==> src/rtl/delay_timer_bank.sv <==
// delay_timer_bank: CH independent one-shot/periodic down-counter timers sharing period select, pause and bgState.
// Latency: expiry P clocks after the accepting edge (plus one per paused cycle); tick is a registered 1-cycle pulse.
// No backpressure; define DELAY_STATE_GATE_EN to accept starts only while bgState==ARM_STATE.
module delay_timer_bank #(
  parameter int              CH            = 4,
  parameter int              W             = 26,
  parameter logic [W-1:0]    DEFAULT_DELAY = W'(20_000_000),
  parameter logic [2:0]      ARM_STATE     = 3'd2
) (
  input  logic          clk,
  input  logic          resetN,
  input  logic [CH-1:0] start,
  input  logic [CH-1:0] stop,
  input  logic [CH-1:0] periodic,
  input  logic          use_load,
  input  logic [W-1:0]  load_val,
  input  logic          pause,
  input  logic [2:0]    bgState,
  output logic [CH-1:0] dout,
  output logic [CH-1:0] tick,
  output logic [CH-1:0] busy
);

  typedef enum logic [1:0] {
    ST_IDLE = 2'd0,
    ST_RUN  = 2'd1,
    ST_DONE = 2'd2
  } state_e;

  localparam logic [W-1:0] ONE = {{(W-1){1'b0}}, 1'b1};

  logic [W-1:0]  p_raw;
  logic [W-1:0]  p_eff;
  logic [CH-1:0] start_acc;

  // A zero period would never expire; it behaves as a one-clock delay.
  assign p_raw = use_load ? load_val : DEFAULT_DELAY;
  assign p_eff = (p_raw == '0) ? ONE : p_raw;

`ifdef DELAY_STATE_GATE_EN
  assign start_acc = (bgState == ARM_STATE) ? start : '0;
`else
  logic unused_gate;
  assign unused_gate = ^{bgState, ARM_STATE};
  assign start_acc   = start;
`endif

  for (genvar g = 0; g < CH; g++) begin : g_ch
    state_e       state_q, state_d;
    logic [W-1:0] cnt_q, cnt_d;
    logic [W-1:0] per_q, per_d;
    logic         mode_q, mode_d;
    logic         tick_q, tick_d;

    always_ff @(posedge clk or negedge resetN) begin
      if (!resetN) begin
        state_q <= ST_IDLE;
        cnt_q   <= '0;
        per_q   <= '0;
        mode_q  <= 1'b0;
        tick_q  <= 1'b0;
      end else begin
        state_q <= state_d;
        cnt_q   <= cnt_d;
        per_q   <= per_d;
        mode_q  <= mode_d;
        tick_q  <= tick_d;
      end
    end

    always_comb begin
      state_d = state_q;
      cnt_d   = cnt_q;
      per_d   = per_q;
      mode_d  = mode_q;
      tick_d  = 1'b0;

      case (state_q)
        ST_IDLE: begin
          cnt_d = '0;
        end
        ST_RUN: begin
          if (!pause) begin
            if (cnt_q <= ONE) begin
              tick_d = 1'b1;
              if (mode_q) begin
                cnt_d = per_q;
              end else begin
                state_d = ST_DONE;
                cnt_d   = '0;
              end
            end else begin
              cnt_d = cnt_q - ONE;
            end
          end
        end
        ST_DONE: begin
          cnt_d = '0;
        end
        default: begin
          state_d = ST_IDLE;
          cnt_d   = '0;
        end
      endcase

      // Priority: stop over start over expiry; neither start nor stop emits a tick.
      if (start_acc[g]) begin
        state_d = ST_RUN;
        cnt_d   = p_eff;
        per_d   = p_eff;
        mode_d  = periodic[g];
        tick_d  = 1'b0;
      end

      if (stop[g]) begin
        state_d = ST_IDLE;
        cnt_d   = '0;
        tick_d  = 1'b0;
      end
    end

    assign busy[g] = (state_q == ST_RUN);
    assign dout[g] = (state_q == ST_DONE);
    assign tick[g] = tick_q;
  end

endmodule

==> config.mk <==
export PLATFORM = sky130hd
export DESIGN_NAME = delay_timer_bank
export DESIGN_NICKNAME = d
export VERILOG_FILES = /design/src/rtl/delay_timer_bank.sv
export SDC_FILE = /design/constraint.sdc
export NUM_CORES = 1
export LEC_CHECK = 0
export ABC_AREA = 1
export BUFFER_PORTS_ARGS = -buffer_cell sky130_fd_sc_hd__buf_2
export CORE_MARGIN = 2
export CORE_UTILIZATION = 45
export DETAILED_ROUTE_END_ITERATION = 16
export PLACE_DENSITY_LB_ADDON = 0.1
export SYNTH_ARGS = -nofsm -noshare
export SYNTH_HDL_FRONTEND = slang
export SYNTH_SLANG_ARGS = --single-unit
export TNS_END_PERCENT = 10
==> constraint.sdc <==
create_clock -name clk -period 3.35 [get_ports clk]
set_input_delay 0.5025 -clock clk [delete_from_list [all_inputs] [get_ports clk]]
set_output_delay 0.5025 -clock clk [all_outputs]
set_load 0.01 [all_outputs]
==> summary.md, run 1 <==
| Metric | Value |
|---|---|
| Synth-to-Final Area Change | `10.42%` |
| Iteration-0 DRC Markers | `1100` |
| Primary FF master, synth | `dfrtp_1` |
| Util after Layout | `50.39%` |
| Flops & latches, synth | `224` |
| Area leader, netlist | `dfrtp_1` |
| CP max FO | `17` |
| Core area | `32540 um^2` |
| DIE HEIGHT | `185.6 um` |
| Hold_ws | `0.1113 ns` |
| Vias in the first global route | `13.56k` |
| Syn Area/Cell | `6.411 um^2` |
| Ports | `57` |
| Final wirelength | `45620 um` |
| Post_cts resized | `0` |
| Total track usage | `27.14%` |
| RSZ-0062 raised after global routing | `false` |
| Crit path DAT | `2.81 ns` |
| CTS H-tree lvls | `1` |
| Startpoint types | `flop` |
| Avg WL per Cell | `16.28 um` |
| Drt first pass iters | `5` |
| Worst path top cell family by delay | `simple AND/OR/NAND/NOR gates` |
| Row Count | `66` |
| Routing usage on met3 | `5.400%` |
| Busiest layer in global routing | `met2` |
| Cell Chain, Critical Path | `inv_1, ha_1, inv_1, nor2_1, nand2_1, nor2_1, nand2_1, nand2_4, o21ai_0, nand3_1, nand2_1, nand2_1, nand2_1` |
| Status | `complete, no violations` |
| Cells after synthesis | `2316` |
| Port buffer count | `53` |
| Hold WC Path Type | `in -> reg` |
| Mapped Area | `14850 um^2` |
| Post-CTS Setup Bufs | `0` |
| Final period demand of the worst path | `2.363 ns` |
| CTS tree | `built` |
| Synthesized Nets | `2369` |
| Die area | `34460 um^2` |
| Static Leak | `8.944 nW` |
| CP Data Required Time | `3.79 ns` |
| Share of the synthesized area in the top cell type | `37.75%` |
| Starting Density | `45.64%` |
| Transition time of the tightest slew-check pin | `1.112 ns` |
| Nets | `2394` |
| CP dominant cell by count | `nand2_1` |
| Final setup vio count | `0` |
| YS warnings | `0` |
| Met2 usage | `42.69%` |
| Largest net degree at the start of global routing | `81` |
| Vias per cell | `5.138` |
| Placer Congestion | `0.9167` |
| Power Dens Cells | `487.9 nW/um^2` |
| Fmax | `423.1 MHz` |
| Top cells by area, synth | `dfrtp_1 (38%), nand2_1 (27%), nand3_1 (8.1%), nor2_1 (7.6%), inv_1 (3.4%)` |
| Final Cycle Share | `70.55%` |
| Antenna diode count | `0` |
| Slew headroom | `25.87%` |
| Crit path buf inv count | `2` |
| Final ANT Viol Nets | `0` |
| Peak VDD IR | `0.0004371 V` |
| CTS clk-pin slew, worst paths | `0.06 ns` |
| Crit end category | `flop` |
| Post-synth EDFFs | `0` |
| Initial antenna violation count | `1` |
| CP max stage delay | `0.46 ns` |
| Root Driver | `clkbuf_16` |
| WS Path Type | `reg -> reg` |
| Setup tns final | `0 ns` |
| Max cap viols | `0` |
| CTS Buf Count | `27` |
| DRC Markers | `0` |
| Share of cells above drive strength 1 | `8.602%` |
| Post-route clock skew | `0.02535 ns` |
| Post-synth cell types | `40` |
| Total number of vias | `14.40k` |
| Met1 usage | `36.52%` |
| Asr flop ratio synth | `100.0%` |
| Worst skew pair latency | `0.57 ns` |
| Clock sink total | `224` |
| First-pass GRT wire length | `73330 um` |
| Fin. max-slew vios | `0` |
| Final Hold Violating Endpoints | `0` |
| Total gr overflow | `0` |
| CTS max path bufs | `3` |
| DP HPWL | `31470 um` |
| Seq/Total Area, Yosys | `37.75%` |
| Die X | `185.6 um` |
| Critical-path top delay cell | `dfrtp_1` |
-- layout by cell type, fill, tap and decap left out, drive strengths merged, types with 2 or more instances in the layout --
cell and instances:
nor2 334, ha 8, nand3 242, or2 2, nor3b 2, a211oi 2
buf 79, and2 2, nor4 5, inv 150, clkinv 4, o21ai 44
o221ai 2, nand2 1084, bufinv 3, xnor2 17, clkbuf 42, nand4 42
nor3 7, xor2 32, o21bai 9, a21oi 20, dfrtp 224
-- path summary, 6_finish.rpt --
check                                               from                             end  slack (ns)  cells past startpoint
max                         g_ch[1].cnt_q[0]$_DFFE_PN0N_   g_ch[1].cnt_q[10]$_DFFE_PN0N_        0.99                     13
min                                              stop[3]  g_ch[3].state_q[0]$_DFFE_PN0P_        0.11                      2
max reg2reg                 g_ch[1].cnt_q[0]$_DFFE_PN0N_   g_ch[1].cnt_q[10]$_DFFE_PN0N_        0.99                     13
min reg2reg                g_ch[0].per_q[22]$_DFFE_PN0P_   g_ch[0].per_q[22]$_DFFE_PN0P_        0.48                      2
max in group asynchronous                         resetN    g_ch[1].per_q[0]$_DFFE_PN0P_        1.97                      3
min in group asynchronous                         resetN   g_ch[2].per_q[23]$_DFFE_PN0P_        0.55                      2
-- cell usage after synthesis, types with 8 or more instances --
master / instances
a21oi_1: 20
buf_1: 8
buf_2: 13
buf_4: 9
buf_6: 8
clkbuf_1: 46
dfrtp_1: 224
ha_1: 8
inv_1: 133
inv_2: 15
nand2_1: 1059
nand2_2: 13
nand2_4: 12
nand3_1: 240
nand4_1: 39
nor2_1: 300
nor2_2: 16
nor2_4: 15
o21ai_0: 41
o21bai_1: 9
xnor2_1: 17
xor2_1: 32
-- flip-flops by register name (all words and copies together) (netlist names) --
name,flops
g_ch.cnt_q,104
g_ch.mode_q,4
g_ch.per_q,104
g_ch.state_q,8
g_ch.tick_q,4
-- cell type report --
type	count	area, um^2
multi-input cells	1856	8244
inverters	152	573.1
clock buffers	42	802.0
fillers	3423	16140
flip-flops and latches	224	5605
well taps	442	553.0
clock inverters	6	111.4
repair buffers	80	505.5
-- cell families after synthesis --
group           after synthesis  synth area share [%]
fa+ha+maj                     8                0.6742
buf+inv                     236                 6.725
xor+xnor                     49                 2.890
simple gates               1720                 49.00
flops                       224                 37.75
compound gates               79                 2.958
-- metrics by stage --
stage / total power [mW] / std cells / worst slack (ns) / instance area (um^2)
2_1_floorplan: 4.413 / 2316 / 1.463 / 14850
3_3_place_gp: 4.939 / 2753 / 1.053 / 15470
3_5_place_dp: 4.963 / 2753 / 1.010 / 15470
4_1_cts: 8.061 / 2802 / 1.020 / 16390
5_1_grt: 8.435 / 2802 / 0.7806 / 16390
6_report: 7.999 / 2802 / 0.9865 / 16390
-- layer usage --
layer	wire length, um	vias up
li1	-	7279
met1	20640	6690
met2	20010	346
met3	2847	82
met4	2117	0
met5	0	-
-- power by group --
| group | internal, mW | switching [mW] |
|---|---|---|
| clock network | 1.86 | 1.21 |
| logic | 0.561 | 1.26 |
| registers | 2.90 | 0.206 |
| total | 5.33 | 2.67 |
-- repair_timing --
action | 4_1_cts | 5_1_grt
hold buffers | 1 | 0
setup endpoints to repair | 0 | 0
hold endpoints to repair | 47 | 0
Note: power is estimated with default switching activity, not from simulation.
==> inputs of run 2 (changes only) <==
==> constraint.sdc (replaced) <==
create_clock -name clk -period 1.9 [get_ports clk]
set_input_delay 0.285 -clock clk [delete_from_list [all_inputs] [get_ports clk]]
set_output_delay 0.285 -clock clk [all_outputs]
set_load 0.01 [all_outputs]
==> run 2 against run 1 <==
First-iteration DRC count decreased by 3.8%. Clock skew fell by 0.014 ns. Combinational power increased by 120%. Via count rose by 5.1%. Clock power grew 74%. Utilization grew 5.3 points. Register-to-register slack got worse by 0.92 ns. Wire length rose by 7.2%. Sequential power increased by 74%. Cell area up 11%. Largest cell class unchanged. Largest power group unchanged.
==> summary.md, run 2 (same netlist as run 1, synthesis figures left out) <==
| Metric | Value |
|---|---|
| Setup tns final | `0 ns` |
| DP HPWL | `34110 um` |
| Vias per cell | `5.098` |
| Transition time of the tightest slew-check pin | `0.5270 ns` |
| Max cap viols | `0` |
| Hold WC Path Type | `in -> reg` |
| Port buffer count | `53` |
| Worst skew pair latency | `0.56 ns` |
| DRC Markers | `0` |
| Hold Path Cell Cnt | `3` |
| CP max FO | `18` |
| Post-Place Cells | `2901` |
| Total track usage | `28.90%` |
| Placer Congestion | `0.9810` |
| Total gr overflow | `0` |
| Setup Slack @ Placement | `-0.01728 ns` |
| CTS tree | `built` |
| Nets | `2560` |
| Final setup vio count | `0` |
| Non-Filler Instances | `2968` |
| Reg2reg start | `g_ch[1].cnt_q[8]$_DFFE_PN0N_` |
| Starting Density | `45.64%` |
| CTS Buf Count | `27` |
| Final Hold Violating Endpoints | `0` |
| Crit path DAT | `1.55 ns` |
| Util after Layout | `55.70%` |
| Initial antenna violation count | `0` |
| Hold EP | `g_ch[2].per_q[1]$_DFFE_PN0P_` |
| DIE HEIGHT | `185.6 um` |
| Share of cells above drive strength 1 | `17.42%` |
| Startpoint types | `flop` |
| First-pass GRT wire length | `77890 um` |
| Final wirelength | `48900 um` |
| R2R depth | `13` |
| Final Total Pwr | `14.70 mW` |
| Core area | `32540 um^2` |
| Synth-to-Final Area Change | `22.05%` |
| Final Cycle Share | `96.52%` |
| Peak VDD IR | `0.0007242 V` |
| Worst r2r dst | `g_ch[1].cnt_q[16]$_DFFE_PN0N_` |
| Die X | `185.6 um` |
| Final period demand of the worst path | `1.834 ns` |
| Die area | `34460 um^2` |
| CTS clk-pin slew, worst paths | `0.06 ns` |
| Static Leak | `9.838 nW` |
| Reg2reg setup slack | `0.07 ns` |
| Setup WS post-layout | `0.06604 ns` |
| Antenna diode count | `0` |
| Status | `complete, no violations` |
| Avg WL per Cell | `16.47 um` |
| CP Data Required Time | `1.62 ns` |
| Crit end category | `primary output` |
| Largest net degree at the start of global routing | `61` |
| CTS max path bufs | `3` |
| Leading cell type in the layout, fill and taps excluded | `nand2_1` |
| CTS H-tree lvls | `1` |
| Final ANT Viol Nets | `0` |
| Iteration-0 DRC Markers | `1058` |
| Biggest regs | `g_ch.cnt_q (104), g_ch.per_q (104), g_ch.state_q (8)` |
| Commonest non-fill, non-tap cells in the layout | `nand2_1 (1049), nor2_1 (263), nand3_1 (237), dfrtp_1 (215), buf_4 (161)` |
| Fmax | `545.3 MHz` |
| Post-route clock skew | `0.01176 ns` |
| Row Count | `66` |
| Root Driver | `clkbuf_16` |
| Ports | `57` |
| Clock sink total | `224` |
| Power Dens Cells | `811.3 nW/um^2` |
| RSZ-0062 raised after global routing | `true` |
| Vias in the first global route | `14.17k` |
| Fin. max-slew vios | `0` |
| WS Path Type | `reg -> out` |
| Slew headroom | `64.87%` |
| Hold path start | `load_val[1]` |
| Total number of vias | `15.13k` |
| Drt first pass iters | `5` |
==> run 2: cell count changes in the layout (fill, tap and decap cells not counted), moves of 6 or more <==
cell / change
inv_2: +8
nor2_1: -37
nand2_1: -10
dfrtp_2: +9
dfrtp_1: -9
ha_1: -6
dlygate4sd3_1: +7
nand2_2: +10
buf_12: +12
buf_6: +8
nor2_2: +28
buf_4: +137
nor2_4: +9
inv_1: -8
==> run 2: area by class of cell <==
class                   count  area (um^2)
clock buffers              41        808.3
clock inverters             7        88.84
fillers                  3277        14410
inverters                 152        573.1
multi-input cells        1858         8548
flip-flops and latches    224         5617
well taps                 442        553.0
repair buffers            244         1934
==> run 2: metrics by stage <==
step | hold slack [ns] | area (um^2)
after floorplan | -0.01059 | 14850
after global placement | 0.2228 | 16710
after detailed placement | 0.2234 | 16710
after CTS | 0.02168 | 17700
after global routing | 0.04766 | 18120
final | 0.04243 | 18120
==> run 2: worst max path at each step <==
stage                              startpoint                        endpoint  slack (ns)  cells past startpoint
6_report       g_ch[1].state_q[1]$_DFFE_PN0P_                         busy[1]        0.07                      3
5_1_grt          g_ch[1].cnt_q[1]$_DFFE_PN0N_   g_ch[1].cnt_q[15]$_DFFE_PN0N_       -0.06                     14
4_1_cts        g_ch[0].state_q[1]$_DFFE_PN0P_                         busy[0]       0.003                      3
3_5_place_dp     g_ch[0].cnt_q[0]$_DFFE_PN0N_  g_ch[0].state_q[1]$_DFFE_PN0P_       -0.02                     11
3_3_place_gp     g_ch[1].cnt_q[1]$_DFFE_PN0N_    g_ch[1].cnt_q[8]$_DFFE_PN0N_       0.008                     13
2_1_floorplan    g_ch[1].cnt_q[0]$_DFFE_PN0N_   g_ch[1].cnt_q[22]$_DFFE_PN0N_        0.01                     14
==> run 2: critical path, stage by stage (launching register included) <==
cell and delay (ns):
dfrtp_1 0.42, nor2_4 0.12, buf_4 0.25, buf_2 0.18
==> run 2: where the power goes <==
group	switching (mW)	total, mW	internal, mW
sequential	0.285	5.41	5.13
clock	2.15	5.33	3.18
combinational	2.51	3.97	1.45
total	4.95	14.7	9.76
==> run 2: timing repair <==
action | in CTS | in global routing
setup endpoints to repair | 6 | 108
resized for setup | 3 | 102
pin swaps | 1 | 28
setup buffers | 0 | 9
hold buffers | 8 | 0
hold endpoints to repair | 84 | 0
cloned | 0 | 2
==> run 2: per-layer routing <==
metal | up-vias | share of wire, % | GRT usage (%)
met5 | - | 0.24 | 2.519
met4 | 2 | 3.6 | 9.543
met3 | 87 | 5.4 | 4.500
met2 | 382 | 46 | 46.67
met1 | 7037 | 45 | 39.47
li1 | 7623 | - | -
